## src/rtl/axi4_decoder_cfg_sequencer_if.sv

```systemverilog
// Entry stream from the boot/host agent into the decoder config sequencer.
// One (slave, permission-mask) entry per valid/ready transfer.
interface axi4_decoder_cfg_sequencer_if #(
   parameter int NUM_SLAVES  = 3,
   parameter int NUM_MASTERS = 2
);
   localparam int SW = $clog2(NUM_SLAVES) + 1;

   logic                   req_valid;
   logic                   req_ready;
   logic [SW-1:0]          req_slave_id;
   logic [NUM_MASTERS-1:0] req_perm;
   logic                   req_last;

   modport master (
      output req_valid,
      output req_slave_id,
      output req_perm,
      output req_last,
      input  req_ready
   );

   modport slave (
      input  req_valid,
      input  req_slave_id,
      input  req_perm,
      input  req_last,
      output req_ready
   );
endinterface

```

## src/rtl/axi4_decoder_cfg_sequencer.sv

```systemverilog
// Programs the secure AXI4 decoder permission matrix with the
// unlock / settle / write / relock ordering, optionally production-locking it.
module axi4_decoder_cfg_sequencer #(
   parameter int NUM_SLAVES     = 3,
   parameter int NUM_MASTERS    = 2,
   parameter int SETTLE_CYCLES  = 2,
   parameter int TIMEOUT_CYCLES = 256,
   localparam int IW = (NUM_SLAVES > 1) ? $clog2(NUM_SLAVES) : 1
) (
   input  logic                   aclk,
   input  logic                   aresetn,
   input  logic                   cfg_start,
   input  logic                   cfg_commit,
   axi4_decoder_cfg_sequencer_if.slave req,
   output logic                   config_mode,
   output logic                   config_valid,
   output logic [IW-1:0]          config_slave_id,
   output logic [NUM_MASTERS-1:0] config_permissions,
   output logic                   production_mode,
   output logic                   busy,
   output logic                   done,
   output logic                   error,
   output logic [1:0]             err_code,
   output logic [7:0]             write_count
);

   localparam int SW  = $clog2(NUM_SLAVES) + 1;
   localparam int STW = $clog2(SETTLE_CYCLES + 1);
   localparam int TW  = $clog2(TIMEOUT_CYCLES + 1);

   typedef enum logic [2:0] {
      S_IDLE,
      S_UNLOCK,
      S_WRITE,
      S_DRAIN,
      S_COMMIT,
      S_RELOCK,
      S_PLOCKED
   } state_t;

   state_t         state;
   logic [STW-1:0] settle_cnt;
   logic [TW-1:0]  idle_cnt;
   logic           commit_q;
   logic           req_ready;
   logic           slave_ok;

   assign req.req_ready = req_ready;
   assign slave_ok = req.req_slave_id < SW'(NUM_SLAVES);

   always_ff @(posedge aclk) begin
      if (!aresetn) begin
         state              <= S_IDLE;
         settle_cnt         <= '0;
         idle_cnt           <= '0;
         commit_q           <= 1'b0;
         req_ready          <= 1'b0;
         config_mode        <= 1'b0;
         config_valid       <= 1'b0;
         config_slave_id    <= '0;
         config_permissions <= '0;
         production_mode    <= 1'b0;
         busy               <= 1'b0;
         done               <= 1'b0;
         error              <= 1'b0;
         err_code           <= 2'd0;
         write_count        <= 8'd0;
      end else begin
         done  <= 1'b0;
         error <= 1'b0;
         unique case (state)
            S_IDLE: begin
               if (cfg_start) begin
                  commit_q    <= cfg_commit;
                  write_count <= 8'd0;
                  err_code    <= 2'd0;
                  busy        <= 1'b1;
                  config_mode <= 1'b1;
                  settle_cnt  <= '0;
                  state       <= S_UNLOCK;
               end
            end
            S_UNLOCK: begin
               if (settle_cnt == STW'(SETTLE_CYCLES - 1)) begin
                  req_ready <= 1'b1;
                  idle_cnt  <= '0;
                  state     <= S_WRITE;
               end else begin
                  settle_cnt <= settle_cnt + STW'(1);
               end
            end
            S_WRITE: begin
               config_valid <= 1'b0;
               if (req.req_valid && req_ready) begin
                  idle_cnt <= '0;
                  if (slave_ok) begin
                     config_valid       <= 1'b1;
                     config_slave_id    <= req.req_slave_id[IW-1:0];
                     config_permissions <= req.req_perm;
                     if (write_count != 8'hFF)
                        write_count <= write_count + 8'd1;
                     if (req.req_last) begin
                        req_ready <= 1'b0;
                        state     <= S_DRAIN;
                     end
                  end else begin
                     err_code    <= 2'd1;
                     error       <= 1'b1;
                     busy        <= 1'b0;
                     config_mode <= 1'b0;
                     req_ready   <= 1'b0;
                     state       <= S_RELOCK;
                  end
               end else if (idle_cnt == TW'(TIMEOUT_CYCLES - 1)) begin
                  err_code    <= 2'd2;
                  error       <= 1'b1;
                  busy        <= 1'b0;
                  config_mode <= 1'b0;
                  req_ready   <= 1'b0;
                  state       <= S_RELOCK;
               end else begin
                  idle_cnt <= idle_cnt + TW'(1);
               end
            end
            S_DRAIN: begin
               config_valid <= 1'b0;
               if (commit_q) begin
                  production_mode <= 1'b1;
                  state           <= S_COMMIT;
               end else begin
                  config_mode <= 1'b0;
                  busy        <= 1'b0;
                  done        <= 1'b1;
                  state       <= S_RELOCK;
               end
            end
            S_COMMIT: begin
               config_mode <= 1'b0;
               busy        <= 1'b0;
               done        <= 1'b1;
               state       <= S_PLOCKED;
            end
            // Relock outputs were already driven on entry; just retire.
            S_RELOCK: state <= S_IDLE;
            S_PLOCKED: begin
               if (cfg_start) begin
                  error    <= 1'b1;
                  err_code <= 2'd3;
               end
            end
            default: state <= S_IDLE;
         endcase
      end
   end

endmodule

```

## src/flat_wrapper.sv

```systemverilog
// flat-port wrapper written by rule: the top's interface ports become plain ports
module axi4_decoder_cfg_sequencer_flat 
#(
   parameter int NUM_SLAVES     = 3,
   parameter int NUM_MASTERS    = 2,
   parameter int SETTLE_CYCLES  = 2,
   parameter int TIMEOUT_CYCLES = 256,
   localparam int IW = (NUM_SLAVES > 1) ? $clog2(NUM_SLAVES) : 1
)
  (aclk, aresetn, cfg_start, cfg_commit, config_mode, config_valid, config_slave_id, config_permissions, production_mode, busy, done, error, err_code, write_count, req_req_valid, req_req_slave_id, req_req_perm, req_req_last, req_req_ready);
  axi4_decoder_cfg_sequencer_if #(.NUM_SLAVES(NUM_SLAVES), .NUM_MASTERS(NUM_MASTERS)) req_i ();
  input  logic aclk;
  input  logic aresetn;
  input  logic cfg_start;
  input  logic cfg_commit;
  output logic config_mode;
  output logic config_valid;
  output logic [IW-1:0] config_slave_id;
  output logic [NUM_MASTERS-1:0] config_permissions;
  output logic production_mode;
  output logic busy;
  output logic done;
  output logic error;
  output logic [1:0] err_code;
  output logic [7:0] write_count;
  input wire logic [$bits(req_i.req_valid)-1:0] req_req_valid;
  input wire logic [$bits(req_i.req_slave_id)-1:0] req_req_slave_id;
  input wire logic [$bits(req_i.req_perm)-1:0] req_req_perm;
  input wire logic [$bits(req_i.req_last)-1:0] req_req_last;
  output wire logic [$bits(req_i.req_ready)-1:0] req_req_ready;
  assign req_i.req_valid = req_req_valid;
  assign req_i.req_slave_id = req_req_slave_id;
  assign req_i.req_perm = req_req_perm;
  assign req_i.req_last = req_req_last;
  assign req_req_ready = req_i.req_ready;
  axi4_decoder_cfg_sequencer #(.NUM_SLAVES(NUM_SLAVES), .NUM_MASTERS(NUM_MASTERS), .SETTLE_CYCLES(SETTLE_CYCLES), .TIMEOUT_CYCLES(TIMEOUT_CYCLES)) u_core (.aclk(aclk), .aresetn(aresetn), .cfg_start(cfg_start), .cfg_commit(cfg_commit), .req(req_i), .config_mode(config_mode), .config_valid(config_valid), .config_slave_id(config_slave_id), .config_permissions(config_permissions), .production_mode(production_mode), .busy(busy), .done(done), .error(error), .err_code(err_code), .write_count(write_count));
endmodule
```

## config.mk

```make
export PLATFORM = sky130hd
export DESIGN_NAME = axi4_decoder_cfg_sequencer_flat
export DESIGN_NICKNAME = d
export VERILOG_FILES = /design/src/rtl/axi4_decoder_cfg_sequencer_if.sv /design/src/rtl/axi4_decoder_cfg_sequencer.sv /design/src/flat_wrapper.sv
export SDC_FILE = /design/constraint.sdc
export NUM_CORES = 1
export LEC_CHECK = 0
export ABC_CLOCK_PERIOD_IN_PS = 2500
export CAP_MARGIN = 40
export CORE_ASPECT_RATIO = 0.8
export CORE_MARGIN = 4
export CORE_UTILIZATION = 39
export DETAILED_ROUTE_END_ITERATION = 8
export PLACE_DENSITY = 0.64
export REMOVE_ABC_BUFFERS = 1
export SETUP_SLACK_MARGIN = 0.02
export SLEW_MARGIN = 40
export SYNTH_ARGS = -nofsm -noshare
export SYNTH_HDL_FRONTEND = slang
export SYNTH_SLANG_ARGS = --single-unit
```

## constraint.sdc

```tcl
create_clock -name aclk -period 2.5 [get_ports aclk]
set_input_delay 0.5 -clock aclk [delete_from_list [all_inputs] [get_ports aclk]]
set_output_delay 0.5 -clock aclk [all_outputs]
set_load 0.05 [all_outputs]
```

==> results of run 1 <==
through the flow:
| stage | hold WS [ns] | utilization, % |
|---|---|---|
| 2_1_floorplan | 0.442 | - |
| 3_3_place_gp | 0.451 | 49.3 |
| 3_5_place_dp | 0.454 | 49.3 |
| 4_1_cts | 0.464 | 51.2 |
| 5_1_grt | 0.479 | 51.3 |
| 6_report | 0.457 | 51.3 |
worst max path at each step:
stage / startpoint / end / slack, ns / cells after the start
3_5_place_dp: cfg_start / u_core.write_count[7] / 0.13 / 5
2_1_floorplan: u_core.idle_cnt[4] / u_core.idle_cnt[3] / 0.36 / 8
3_3_place_gp: cfg_start / u_core.write_count[7] / 0.17 / 5
4_1_cts: u_core.idle_cnt[3] / u_core.idle_cnt[7] / 0.17 / 8
5_1_grt: u_core.idle_cnt[2] / u_core.idle_cnt[8] / 0.02 / 9
6_report: u_core.idle_cnt[2] / u_core.idle_cnt[5] / 0.18 / 8
area by class of cell:
cell class	instances	area share, %
inverter	8	1.27
timing repair buffer	42	16.6
sequential	35	29.5
clock buffer	6	3.06
tap	60	3.16
clock inverter	2	0.527
multi-input combinational	162	45.9
worst max-delay path: stages (launching register included):
cell	delay, ns
dfxtp_1	0.36
and3_1	0.19
and3_1	0.19
and3_1	0.19
ha_1	0.26
a21boi_0	0.16
o21a_1	0.28
or4_1	0.48
a21oi_1	0.14
metal layers:
metal | share of wire, % | vias to the layer above | global-route usage, %
met5 | 0 | - | 0
met4 | 1.0 | 0 | 4.39
met3 | 6.9 | 4 | 4.60
met2 | 39 | 67 | 21.8
met1 | 53 | 831 | 24.1
li1 | - | 893 | -
Yosys cell counts (3+ instances only):
cell / number / area share, %
o21ai_0: 9 / 2.4
o31ai_1: 3 / 1.2
nor2_1: 14 / 2.8
clkbuf_1: 9 / 1.8
or4_1: 4 / 1.6
nand4b_1: 4 / 1.9
mux2i_1: 10 / 5.3
a31oi_1: 4 / 1.3
nor3_1: 3 / 0.80
o41ai_1: 5 / 2.3
nor2b_1: 3 / 1.0
nand3_1: 10 / 2.7
nand2b_1: 6 / 2.0
ha_1: 4 / 2.7
o211ai_1: 3 / 1.2
and3_1: 5 / 1.7
a21oi_1: 15 / 4.0
dfxtp_1: 35 / 37
buf_2: 3 / 0.80
inv_1: 8 / 1.6
nand2_1: 19 / 3.8
and2_1: 4 / 1.3
state kept, by name, summed over array words and instances (netlist names):
name and count:
u_core.idle_cnt 9, u_core.write_count 8, u_core.state 3, u_core.config_permissions 2
u_core.config_slave_id 2, u_core.err_code 2, u_core.settle_cnt 2, u_core.commit_q 1
u_core.config_mode 1, u_core.config_valid 1, u_core.done 1, u_core.error 1
u_core.production_mode 1, u_core.req.req_ready 1
logic make-up after synthesis:
| logic type | share of synthesized area, % |
|---|---|
| and+or+nand+nor | 26.7 |
| adders and majority gates | 2.67 |
| buffers and inverters | 4.81 |
| AOI/OAI and AO/OA | 22.0 |
| muxes | 5.95 |
| DFF | 37.4 |
| xor gates and xnor gates | 0.468 |
power groups by stage:
| stage | sequential [µW] | clock [µW] | combinational, µW |
|---|---|---|---|
| floorplan | 815 | 0 | 393 |
| global placement | 712 | 0 | 769 |
| detailed placement | 711 | 0 | 769 |
| CTS | 698 | 413 | 773 |
| global route | 710 | 435 | 862 |
| finish | 699 | 399 | 780 |
==> flow_metrics.env, run 1 <==
export IMPL_n_fill_cell=472
export IMPL_cts_hold_buf=0
export IMPL_die_area_um2=5980
export IMPL_endpoint_kind="flip-flop"
export IMPL_cts_resized=0
export IMPL_clock_fmax_ghz=0.432
export IMPL_p_clk_share_pct=21.2
export IMPL_dr_pass1_iters=4
export IMPL_skew_ns=0.00573
export IMPL_arrival_ns=2.53
export IMPL_hold_path_endpoint="u_core.err_code[1]"
export IMPL_yosysSeqAreaShare_pct=37.4
export IMPL_place_ws_ns=0.132
export IMPL_r2r_slack_ns=0.18
export IMPL_post_cts_buffers=0
export IMPL_syn_area_per_cell_um2=8.55
export IMPL_clock_root_buffer="clkbuf_8"
export IMPL_cap_violations=0
export IMPL_dp_hpwl_um=3280
export IMPL_grt_pass1_wl_um=8000
export IMPL_dpl_cell_area_um2=2280
export IMPL_dp_cells=307
export IMPL_yosys_most_used_dff="dfxtp_1"
export IMPL_syn_inst=219
export IMPL_fin_crit_sh_pct=92.6
export IMPL_htree_levels=2
export IMPL_p_comb_share_pct=41.5
export IMPL_regArea_um2=701
export IMPL_drc=0
export IMPL_vias_per_cell=5.70
export IMPL_criticalPathCategory="reg -> reg"
export IMPL_multi_input_area_um2=1090
export IMPL_slew_headroom_pct=65.1
export IMPL_worstReg2RegEnd="u_core.idle_cnt[5]"
export IMPL_gp_congestion=0.816
export IMPL_ant_nets=0
export IMPL_wirelength_um=4530
export IMPL_synth_edf_count=0
export IMPL_worst_pin_slew_ns=0.523
export IMPL_period_needed_ns=2.32
export IMPL_worst_r2r_startpoint="u_core.idle_cnt[2]"
export IMPL_critical_path_startpoint_type="flip-flop"
export IMPL_cts_buffers=5
export IMPL_finalSetupViolCount=0
export IMPL_pin_count=32
export IMPL_grt_setup_unrepaired="false"
export IMPL_grt_ovfl_total=0
export IMPL_wl_per_cell_um=14.4
export IMPL_synthArstFlopShare_pct=0
export IMPL_ys_types=52
export IMPL_grt_max_degree=25
export IMPL_area_delta_synth_final_pct=26.7
export IMPL_finalSetupTns_ns=0
export IMPL_swShare_pct=39.8
export IMPL_fp_dieH_um=70.0
export IMPL_initial_core_util_pct=40.5
export IMPL_syn_cell_area_um2=1870
export IMPL_vias=1795
export IMPL_clkLatencyLatePin_ns=0.29
export IMPL_p_switching_uw=747
export IMPL_cts_sinks=35
export IMPL_cts_tree="built"
export IMPL_holdPathStages=2
export IMPL_min_from="u_core.err_code[1]"
export IMPL_fin_nets=269
export IMPL_worst_path_max_fanout=7
export IMPL_core_um2=4620
export IMPL_finalWorstSetupSlack_ns=0.184
export IMPL_hold_path_class="reg -> reg"
export IMPL_run_status="complete, no violations"
export IMPL_final_common_cell="dfxtp_1"
export IMPL_clk_pin_slew_ns=0.07
export IMPL_intPower_uw=1130
export IMPL_power_density_nw_per_um2=792
export IMPL_leakagePower_uw=0.000869
export IMPL_finalHoldViolations=0
export IMPL_grt_pass1_vias=1652
export IMPL_ir_worst_vdd_mv=0.452
export IMPL_antennaDiodeCount=0
export IMPL_num_rows=22
export IMPL_antenna_found_initial=0
export IMPL_postLayoutCellArea_um2=2370
export IMPL_clk_path_buf_depth=2
export IMPL_ys_seq_elements=35
export IMPL_yosysWarnings=0
export IMPL_slew_violations=0
export IMPL_port_buffers=31
export IMPL_drtIter0Drc=138
export IMPL_power_frac_seq_pct=37.2
export IMPL_required_ns=2.72
export IMPL_stdcell_count=315
export IMPL_layout_drive_gt1_share_pct=10.2
export IMPL_grtUsageTotal_pct=16.0
export IMPL_finalPower_uw=1880
export IMPL_layout_common_cells="35 x dfxtp_1, 31 x clkdlybuf4s50_1, 19 x nand2_1"
export IMPL_rr_worst_depth=8
export IMPL_fp_dieW_um=85.5
Power figures use the tool's default switching activity.
==> run 2, diff against run 1 <==
ABC_AREA = 1   (was default)
PLACE_DENSITY = 0.63   (was 0.64)
SLEW_MARGIN = 20   (was 40)
==> run 2 against run 1 <==
Compared with the run above:
- clock power up 7.0%
- first-iteration DRC count down 28%
- synthesized area up 10%
- largest cell class unchanged
- highest routed layer unchanged
==> flow_metrics.env, run 2 <==
export IMPL_run_status="complete, no violations"
export IMPL_yosysMostFrequentCell="nand2_1"
export IMPL_slew_violations=0
export IMPL_finalWorstSetupSlack_ns=0.401
export IMPL_grt_setup_unrepaired="false"
export IMPL_ant_nets=0
export IMPL_intPower_uw=1190
export IMPL_slowest_stage="clkdlybuf4s50_1"
export IMPL_synthTopCellsByCount="72 x nand2_1, 55 x nor2_1, 38 x inv_1"
export IMPL_syn_inst=309
export IMPL_power_density_nw_per_um2=862
export IMPL_power_frac_seq_pct=32.5
export IMPL_hold_path_class="reg -> reg"
export IMPL_dp_hpwl_um=3550
export IMPL_n_fill_cell=521
export IMPL_layout_common_cells="72 x nand2_1, 55 x nor2_1, 38 x inv_1"
export IMPL_clock_root_buffer="clkbuf_8"
export IMPL_p_comb_share_pct=47.9
export IMPL_dr_pass1_iters=4
export IMPL_finalSetupTns_ns=0
export IMPL_skew_ns=0.00637
export IMPL_cts_sinks=35
export IMPL_vias=1934
export IMPL_path_delay_family="buffers and inverters"
export IMPL_fin_crit_sh_pct=83.9
export IMPL_vias_per_cell=4.76
export IMPL_synth_edf_count=0
export IMPL_fp_dieH_um=73.1
export IMPL_synth_top_area_share_pct=33.9
export IMPL_wirelength_um=4730
export IMPL_arrival_ns=1.60
export IMPL_multi_input_area_um2=1160
export IMPL_p_switching_uw=979
export IMPL_ir_worst_vdd_mv=0.654
export IMPL_core_um2=5060
export IMPL_clk_pin_slew_ns=0.07
export IMPL_r2r_slack_ns=0.42
export IMPL_worst_pin_slew_ns=0.502
export IMPL_cts_buffers=5
export IMPL_clk_path_buf_depth=2
export IMPL_critical_path_startpoint_type="flip-flop"
export IMPL_slew_headroom_pct=66.4
export IMPL_fin_nets=359
export IMPL_die_area_um2=6540
export IMPL_post_cts_buffers=0
export IMPL_syn_cell_area_um2=2070
export IMPL_synthArstFlopShare_pct=0
export IMPL_p_clk_share_pct=19.7
export IMPL_clkLatencyLatePin_ns=0.29
export IMPL_yosysWarnings=0
export IMPL_slowest_delay_ns=0.86
export IMPL_gp_congestion=0.890
export IMPL_grt_ovfl_total=0
export IMPL_drc=0
export IMPL_cts_tree="built"
export IMPL_initial_core_util_pct=40.8
export IMPL_syn_area_per_cell_um2=6.69
export IMPL_drtIter0Drc=99
export IMPL_synth_top_area_cell="dfxtp_1"
export IMPL_yosysSeqAreaShare_pct=33.9
export IMPL_wl_per_cell_um=11.6
export IMPL_cts_resized=0
export IMPL_synthTopCellsByArea="dfxtp_1 34%, nand2_1 13%, nor2_1 10%"
export IMPL_largestRegisters="u_core.idle_cnt: 9 flops, u_core.write_count: 8 flops, u_core.state: 3 flops"
export IMPL_htree_levels=2
export IMPL_yosys_most_used_dff="dfxtp_1"
export IMPL_clock_fmax_ghz=0.476
export IMPL_finalSetupViolCount=0
export IMPL_antenna_found_initial=0
export IMPL_period_needed_ns=2.10
export IMPL_crit_chain="clkdlybuf4s50_1"
export IMPL_endpoint_kind="output port"
export IMPL_cts_hold_buf=0
export IMPL_layout_drive_gt1_share_pct=11.9
export IMPL_pin_count=32
export IMPL_port_buffers=31
export IMPL_antennaDiodeCount=0
export IMPL_leakagePower_uw=0.00108
export IMPL_ys_seq_elements=35
export IMPL_required_ns=2.00
export IMPL_finalHoldViolations=0
export IMPL_criticalPathCategory="reg -> out"
export IMPL_grtUsageTotal_pct=16.0
export IMPL_regMostFlops="u_core.idle_cnt"
export IMPL_swShare_pct=45.1
export IMPL_grt_max_degree=16
export IMPL_cap_violations=0
export IMPL_hold_ws_ns=0.452
export IMPL_worst_path_buf_inv=1
export IMPL_grt_pass1_vias=1814
export IMPL_final_common_cell="nand2_1"
export IMPL_worst_path_max_fanout=7
export IMPL_largest_reg_flops=9
export IMPL_regArea_um2=701
export IMPL_place_ws_ns=0.431
export IMPL_grt_pass1_wl_um=8330
export IMPL_fp_dieW_um=89.4
export IMPL_finalPower_uw=2170
export IMPL_area_delta_synth_final_pct=21.7
export IMPL_num_rows=23
export IMPL_ys_types=30
run 2: cell count changes in the layout (fill, tap and decap cells not counted), moves of 5 or more:
cell	change
and3_1	-5
buf_4	-8
inv_1	+30
mux2i_1	-10
nand2_1	+53
nand2_2	+11
nand2b_1	-6
nand3_1	+20
nor2_1	+41
o41ai_1	-5
run 2: cell families after synthesis:
logic type / share of synthesized area (%)
flip-flops: 33.9
adder cells (fa/ha/maj): 2.42
buffers and inverters: 9.81
AO/OA/AOI/OAI: 10.2
AND/OR/NAND/NOR: 43.6
run 2: layout make-up:
type                       count  share of cell area (%)
inverter                      41                    6.12
clock buffer                   6                    3.28
timing repair buffer          34                    13.2
sequential                    35                    27.8
tap                           62                    3.08
clock inverter                 1                   0.199
multi-input combinational    227                    46.2
run 2: metal layers:
| metal | routed length, µm | track usage, % | vias up |
|---|---|---|---|
| li1 | - | - | 1040 |
| met1 | 2480 | 23.2 | 855 |
| met2 | 1990 | 24.0 | 34 |
| met3 | 218 | 4.06 | 5 |
| met4 | 35 | 3.31 | 0 |
| met5 | 0 | 0 | - |
run 2: power groups by stage:
| stage | clock network, µW | registers [µW] | logic (µW) |
|---|---|---|---|
| finish | 427 | 704 | 1040 |
| global route | 464 | 718 | 1150 |
| CTS | 442 | 705 | 1040 |
| detailed placement | 0 | 718 | 1040 |
| global placement | 0 | 717 | 1030 |
| floorplan | 0 | 873 | 618 |
run 2: worst paths after layout:
| kind | startpoint | cells past startpoint | end |
|---|---|---|---|
| hold / removal | u_core.production_mode | 2 | u_core.production_mode |
| hold reg to reg | u_core.production_mode | 2 | u_core.production_mode |
| setup / recovery | u_core.write_count[3] | 1 | write_count[3] |
| setup reg to reg | u_core.idle_cnt[0] | 15 | u_core.state[1] |
run 2: metrics by stage:
stage	instances	util (%)	cell area, µm²
3_5_place_dp	399	47.9	2430
6_report	406	49.7	2520
3_3_place_gp	399	47.9	2430
2_1_floorplan	303	-	2020
5_1_grt	406	49.7	2520
4_1_cts	406	49.7	2520
run 2: worst reg2reg max path, stage by stage (launching register included):
cell and delay [ns]:
dfxtp_1 0.38, ha_1 0.19, nand2_1 0.07, nor2_1 0.12
nand2_1 0.12, nor3_1 0.16, ha_1 0.20, inv_1 0.05
nand2_1 0.09, inv_1 0.06, nand2_2 0.07, nand2_1 0.11
nor2_2 0.18, nand3_1 0.09, nand2_1 0.06, nor2_1 0.03
==> run 3, diff against run 2 <==
ABC_CLOCK_PERIOD_IN_PS = 2050   (was 2500)
clock period = 2.05 ns   (was 2.5 ns; I/O delays follow)
==> run 3 against run 2 <==
Compared with the run above:
- combinational power rose by 30%
- die area unchanged
- global-route usage down 0.35 points
- sequential share of layout area is 1.4 points lower
- sequential power rose by 23%
- hold slack better by 0.0059 ns
- via count increased by 4.3%
- clock skew increased by 0.0057 ns
- flip-flop and latch count unchanged
- clock power up 54%
- first-iteration DRC count grew 36%
- clock-buffer cell count unchanged
- critical path type unchanged
- largest power group unchanged
==> flow_metrics.env, run 3 (synthesis gave the netlist of run 2 again) <==
export IMPL_fp_dieW_um=89.4
export IMPL_cp_num_cells=1
export IMPL_largestRegisters="u_core.idle_cnt: 9 flops, u_core.write_count: 8 flops, u_core.state: 3 flops"
export IMPL_num_rows=23
export IMPL_finalSetupTns_ns=0
export IMPL_crit_chain="clkdlybuf4s50_1"
export IMPL_critical_path_startpoint_type="flip-flop"
export IMPL_layout_drive_gt1_share_pct=18.2
export IMPL_rr_worst_depth=15
export IMPL_drtIter0Drc=135
export IMPL_initial_core_util_pct=40.8
export IMPL_endpoint_kind="output port"
export IMPL_wirelength_um=4930
export IMPL_skew_ns=0.0121
export IMPL_run_status="complete, no violations"
export IMPL_slew_headroom_pct=66.1
export IMPL_pin_count=32
export IMPL_cts_tree="built"
export IMPL_place_ws_ns=0.0117
export IMPL_grt_pass1_wl_um=8140
export IMPL_leakagePower_uw=0.00115
export IMPL_gp_congestion=0.875
export IMPL_hold_path_class="reg -> reg"
export IMPL_cts_buffers=5
export IMPL_arrival_ns=1.56
export IMPL_period_needed_ns=1.97
export IMPL_ir_worst_vdd_mv=0.774
export IMPL_worst_path_max_fanout=5
export IMPL_grt_pass1_vias=1855
export IMPL_dr_pass1_iters=5
export IMPL_min_from="u_core.production_mode"
export IMPL_p_switching_uw=1250
export IMPL_vias=2017
export IMPL_grtUsageTotal_pct=15.7
export IMPL_clk_path_buf_depth=2
export IMPL_path_delay_family="buffers and inverters"
export IMPL_finalHoldViolations=0
export IMPL_final_common_cell="nand2_1"
export IMPL_drc=0
export IMPL_fp_dieH_um=73.1
export IMPL_cts_sinks=35
export IMPL_grt_ovfl_total=0
export IMPL_wl_per_cell_um=11.9
export IMPL_regMostFlops="u_core.idle_cnt"
export IMPL_swShare_pct=43.4
export IMPL_hold_ws_ns=0.458
export IMPL_finalSetupViolCount=0
export IMPL_startpoint="u_core.write_count[7]"
export IMPL_ant_nets=0
export IMPL_finalWorstSetupSlack_ns=0.0843
export IMPL_area_delta_synth_final_pct=29.1
export IMPL_fin_crit_sh_pct=95.9
export IMPL_fin_nets=366
export IMPL_dp_hpwl_um=3610
export IMPL_criticalPathCategory="reg -> out"
export IMPL_n_fill_cell=515
export IMPL_htree_levels=2
export IMPL_clkLatencyLatePin_ns=0.29
export IMPL_intPower_uw=1620
export IMPL_required_ns=1.64
export IMPL_grt_setup_unrepaired="false"
export IMPL_cap_violations=0
export IMPL_worst_pin_slew_ns=0.507
export IMPL_vias_per_cell=4.87
export IMPL_grt_max_degree=16
export IMPL_clk_pin_slew_ns=0.08
export IMPL_p_clk_share_pct=22.9
export IMPL_largest_reg_flops=9
export IMPL_clock_fmax_ghz=0.509
export IMPL_core_um2=5060
export IMPL_layout_common_cells="68 x nand2_1, 53 x nor2_1, 36 x inv_1"
export IMPL_holdPathStages=2
export IMPL_antennaDiodeCount=0
export IMPL_power_frac_seq_pct=30.1
export IMPL_p_comb_share_pct=47.0
export IMPL_antenna_found_initial=0
export IMPL_final_util_pct=52.7
export IMPL_slowest_delay_ns=0.85
export IMPL_die_area_um2=6540
export IMPL_power_density_nw_per_um2=1080
export IMPL_port_buffers=31
export IMPL_worst_r2r_startpoint="u_core.idle_cnt[1]"
export IMPL_slew_violations=0
export IMPL_slowest_stage="clkdlybuf4s50_1"
export IMPL_clock_root_buffer="clkbuf_8"
export IMPL_worst_path_buf_inv=1
-- run 3: changes by cell type in the layout (fill, tap and decap cells not counted), moves of 2 or more --
cell     delta
nand2_4     +3
inv_1       -2
dfxtp_1     -2
nor2_4      +2
buf_4       +8
ha_1        -2
nor2_1      -2
nand2_1     -4
-- run 3: path summary, 6_finish.rpt --
path	end	slack [ns]
max	write_count[7]	0.08
min	u_core.production_mode	0.46
max reg2reg	u_core.err_code[0]	0.16
min reg2reg	u_core.production_mode	0.46
-- run 3: worst min-delay path, stage by stage, from the launching register on --
cell,delay [ns]
dfxtp_1,0.32
inv_1,0.05
a21oi_1,0.05
-- run 3: per-stage QoR --
step / instance area (µm²) / power, µW / cells
5_1_grt: 2670 / 3050 / 414
2_1_floorplan: 2020 / 1820 / 303
6_report: 2670 / 2870 / 414
3_5_place_dp: 2450 / 2150 / 402
4_1_cts: 2570 / 2810 / 410
3_3_place_gp: 2450 / 2140 / 402
-- run 3: layout make-up --
class / instances / area [µm²] / share of cell area [%]
Sequential cell: 35 / 706 / 26.4
Clock buffer: 6 / 82.6 / 3.09
Tap cell: 62 / 77.6 / 2.91
Multi-Input combinational cell: 227 / 1230 / 46.0
Timing Repair Buffer: 41 / 383 / 14.3
Inverter: 41 / 156 / 5.86
Clock inverter: 2 / 35.0 / 1.31
-- run 3: layer usage --
metal,track usage (%),share of wire (%),up-vias
met4,4.13,0.77,0
li1,-,-,1063
met1,22.7,49,891
met5,0,0,-
met2,22.9,44,57
met3,4.18,5.9,6
-- run 3: what timing repair did --
action,4_1_cts,5_1_grt
hold endpoints to repair,0,0
pin swaps,1,7
hold buffers,0,0
setup endpoints to repair,5,7
gates resized for setup,3,19
buffers inserted,0,4
-- run 3: power by group through the flow --
stage               sequential, µW  clock (µW)  combinational, µW
floorplan                     1060           0                754
global placement               870           0               1270
detailed placement             874           0               1280
CTS                            862         671               1280
global route                   877         699               1470
finish                         865         656               1350
==> variant, RTL diff (config.mk and constraints of run 1) <==
`SETTLE_CYCLES` is set to 2 in 2 places; all go to 1.
--- a/src/rtl/axi4_decoder_cfg_sequencer.sv
+++ b/src/rtl/axi4_decoder_cfg_sequencer.sv
@@ -4,5 +4,5 @@
    parameter int NUM_SLAVES     = 3,
    parameter int NUM_MASTERS    = 2,
-   parameter int SETTLE_CYCLES  = 2,
+   parameter int SETTLE_CYCLES  = 1,
    parameter int TIMEOUT_CYCLES = 256,
    localparam int IW = (NUM_SLAVES > 1) ? $clog2(NUM_SLAVES) : 1
--- a/src/flat_wrapper.sv
+++ b/src/flat_wrapper.sv
@@ -4,5 +4,5 @@
    parameter int NUM_SLAVES     = 3,
    parameter int NUM_MASTERS    = 2,
-   parameter int SETTLE_CYCLES  = 2,
+   parameter int SETTLE_CYCLES  = 1,
    parameter int TIMEOUT_CYCLES = 256,
    localparam int IW = (NUM_SLAVES > 1) ? $clog2(NUM_SLAVES) : 1
Function: changed (a bounded check fails within 4 cycles, from zero or initial values and one cycle with aresetn low).
==> variant against run 1 <==
Synthesized cell count decreased by 2.7%. Sequential cell count decreased by 2. Sequential power decreased by 3.4%. Cell area decreased by 5.0%. Power grew 6.6%. Via count decreased by 4.7%. Routed wire length shrank 4.6%. Setup slack improved by 0.071 ns. Area after synthesis shrank 6.6%. First-iteration DRC count increased by 11%. Critical path type unchanged. Highest routed layer unchanged.
==> variant: results (changes against run 1) <==
status: finished, final reports clean
Hold EP: u_core.config_permissions[1]$_SDFFE_PN0P_
Critical path origin: u_core.idle_cnt[0]$_SDFFE_PN0P_
layout cells sized above 1: 0.08434 (-0.01762)
Tot Pwr: 0.002001 W (+6.6%)
Crit Path Max Fanout: 16 (+9)
depth of the most critical reg-to-reg path: 9 (+1)
Cell variety after synth: 51 (-1.9%)
Final HPWL DP: 3166 µm (-3.5%)
met1 WL: 2181 µm (-8.5%)
clock skew: 0.01217 ns (+0.006438 ns)
largest net degree at the start of global routing: 21 (-16%)
end of the worst register-to-register path: u_core.idle_cnt[3]$_SDFFE_PN0P_
pre-CTS setup slack: 0.2404 ns (+0.1081 ns)
M3 GR Usage: 0.04452 (-0.001466)
sw power: 0.0007947 W (+6.3%)
vias in the first global route: 1,554 (-5.9%)
most frequent cells after synthesis: dfxtp_1, a21oi_1, nand2_1
clock group power: 0.000520 W (+30%)
DR iter-0 viols: 153 (+11%)
worst vdd ir: 0.0005160 V (+14%)
GRT Util Overall: 0.1652 (+0.005081)
vias per cell: 5.592 (-1.9%)
Slew @ Worst Pin: 0.5041 ns (-0.01923 ns)
CP arrival: 2.46 ns (-0.07 ns)
crit path time final: 2.245 ns (-0.07057 ns)
Gate Count Post-Synth: 213 (-2.7%)
Area after DPL: 2138 µm² (-6.3%)
GPL Wtd Cong: 0.8421 (+3.2%)
Fill cells: 427 (-9.5%)
Wirelength per Cell: 14.13 µm (-1.8%)
met3 WL: 320 µm (+2.2%)
Seq/Total Area, Yosys: 0.3777 (+0.003601)
Final nets: 262 (-2.6%)
variant: changes by cell type after synthesis, sizes merged, moves of 3 or more:
cell / run 1 / this run
a21o: 2 / 5
a21oi: 15 / 24
and2: 4 / 1
and3: 5 / 0
clkbuf: 9 / 6
mux2i: 10 / 1
nand2: 19 / 23
nand2b: 6 / 2
nor3: 3 / 8
o21ai: 9 / 15
o31ai: 3 / 6
o41ai: 5 / 1
or2: 0 / 3
variant: area by class of cell:
cell class,instances,share of cell area
inverter,7,0.01165
clock buffer,7,0.03829
tap,57,0.03163
sequential,33,0.2930
clock inverter,1,0.01332
multi-input combinational,162,0.4478
timing repair buffer,39,0.1643
variant: cells by family (layout without fill, tap and decap cells):
logic type	Yosys count	count (layout)	share of synthesized area
muxes	1	1	0.005723
buffers and inverters	18	54	0.04506
and+or+nand+nor	84	84	0.2733
DFF	33	33	0.3777
AOI/OAI and AO/OA	74	74	0.2768
adders and majority gates	3	3	0.02146
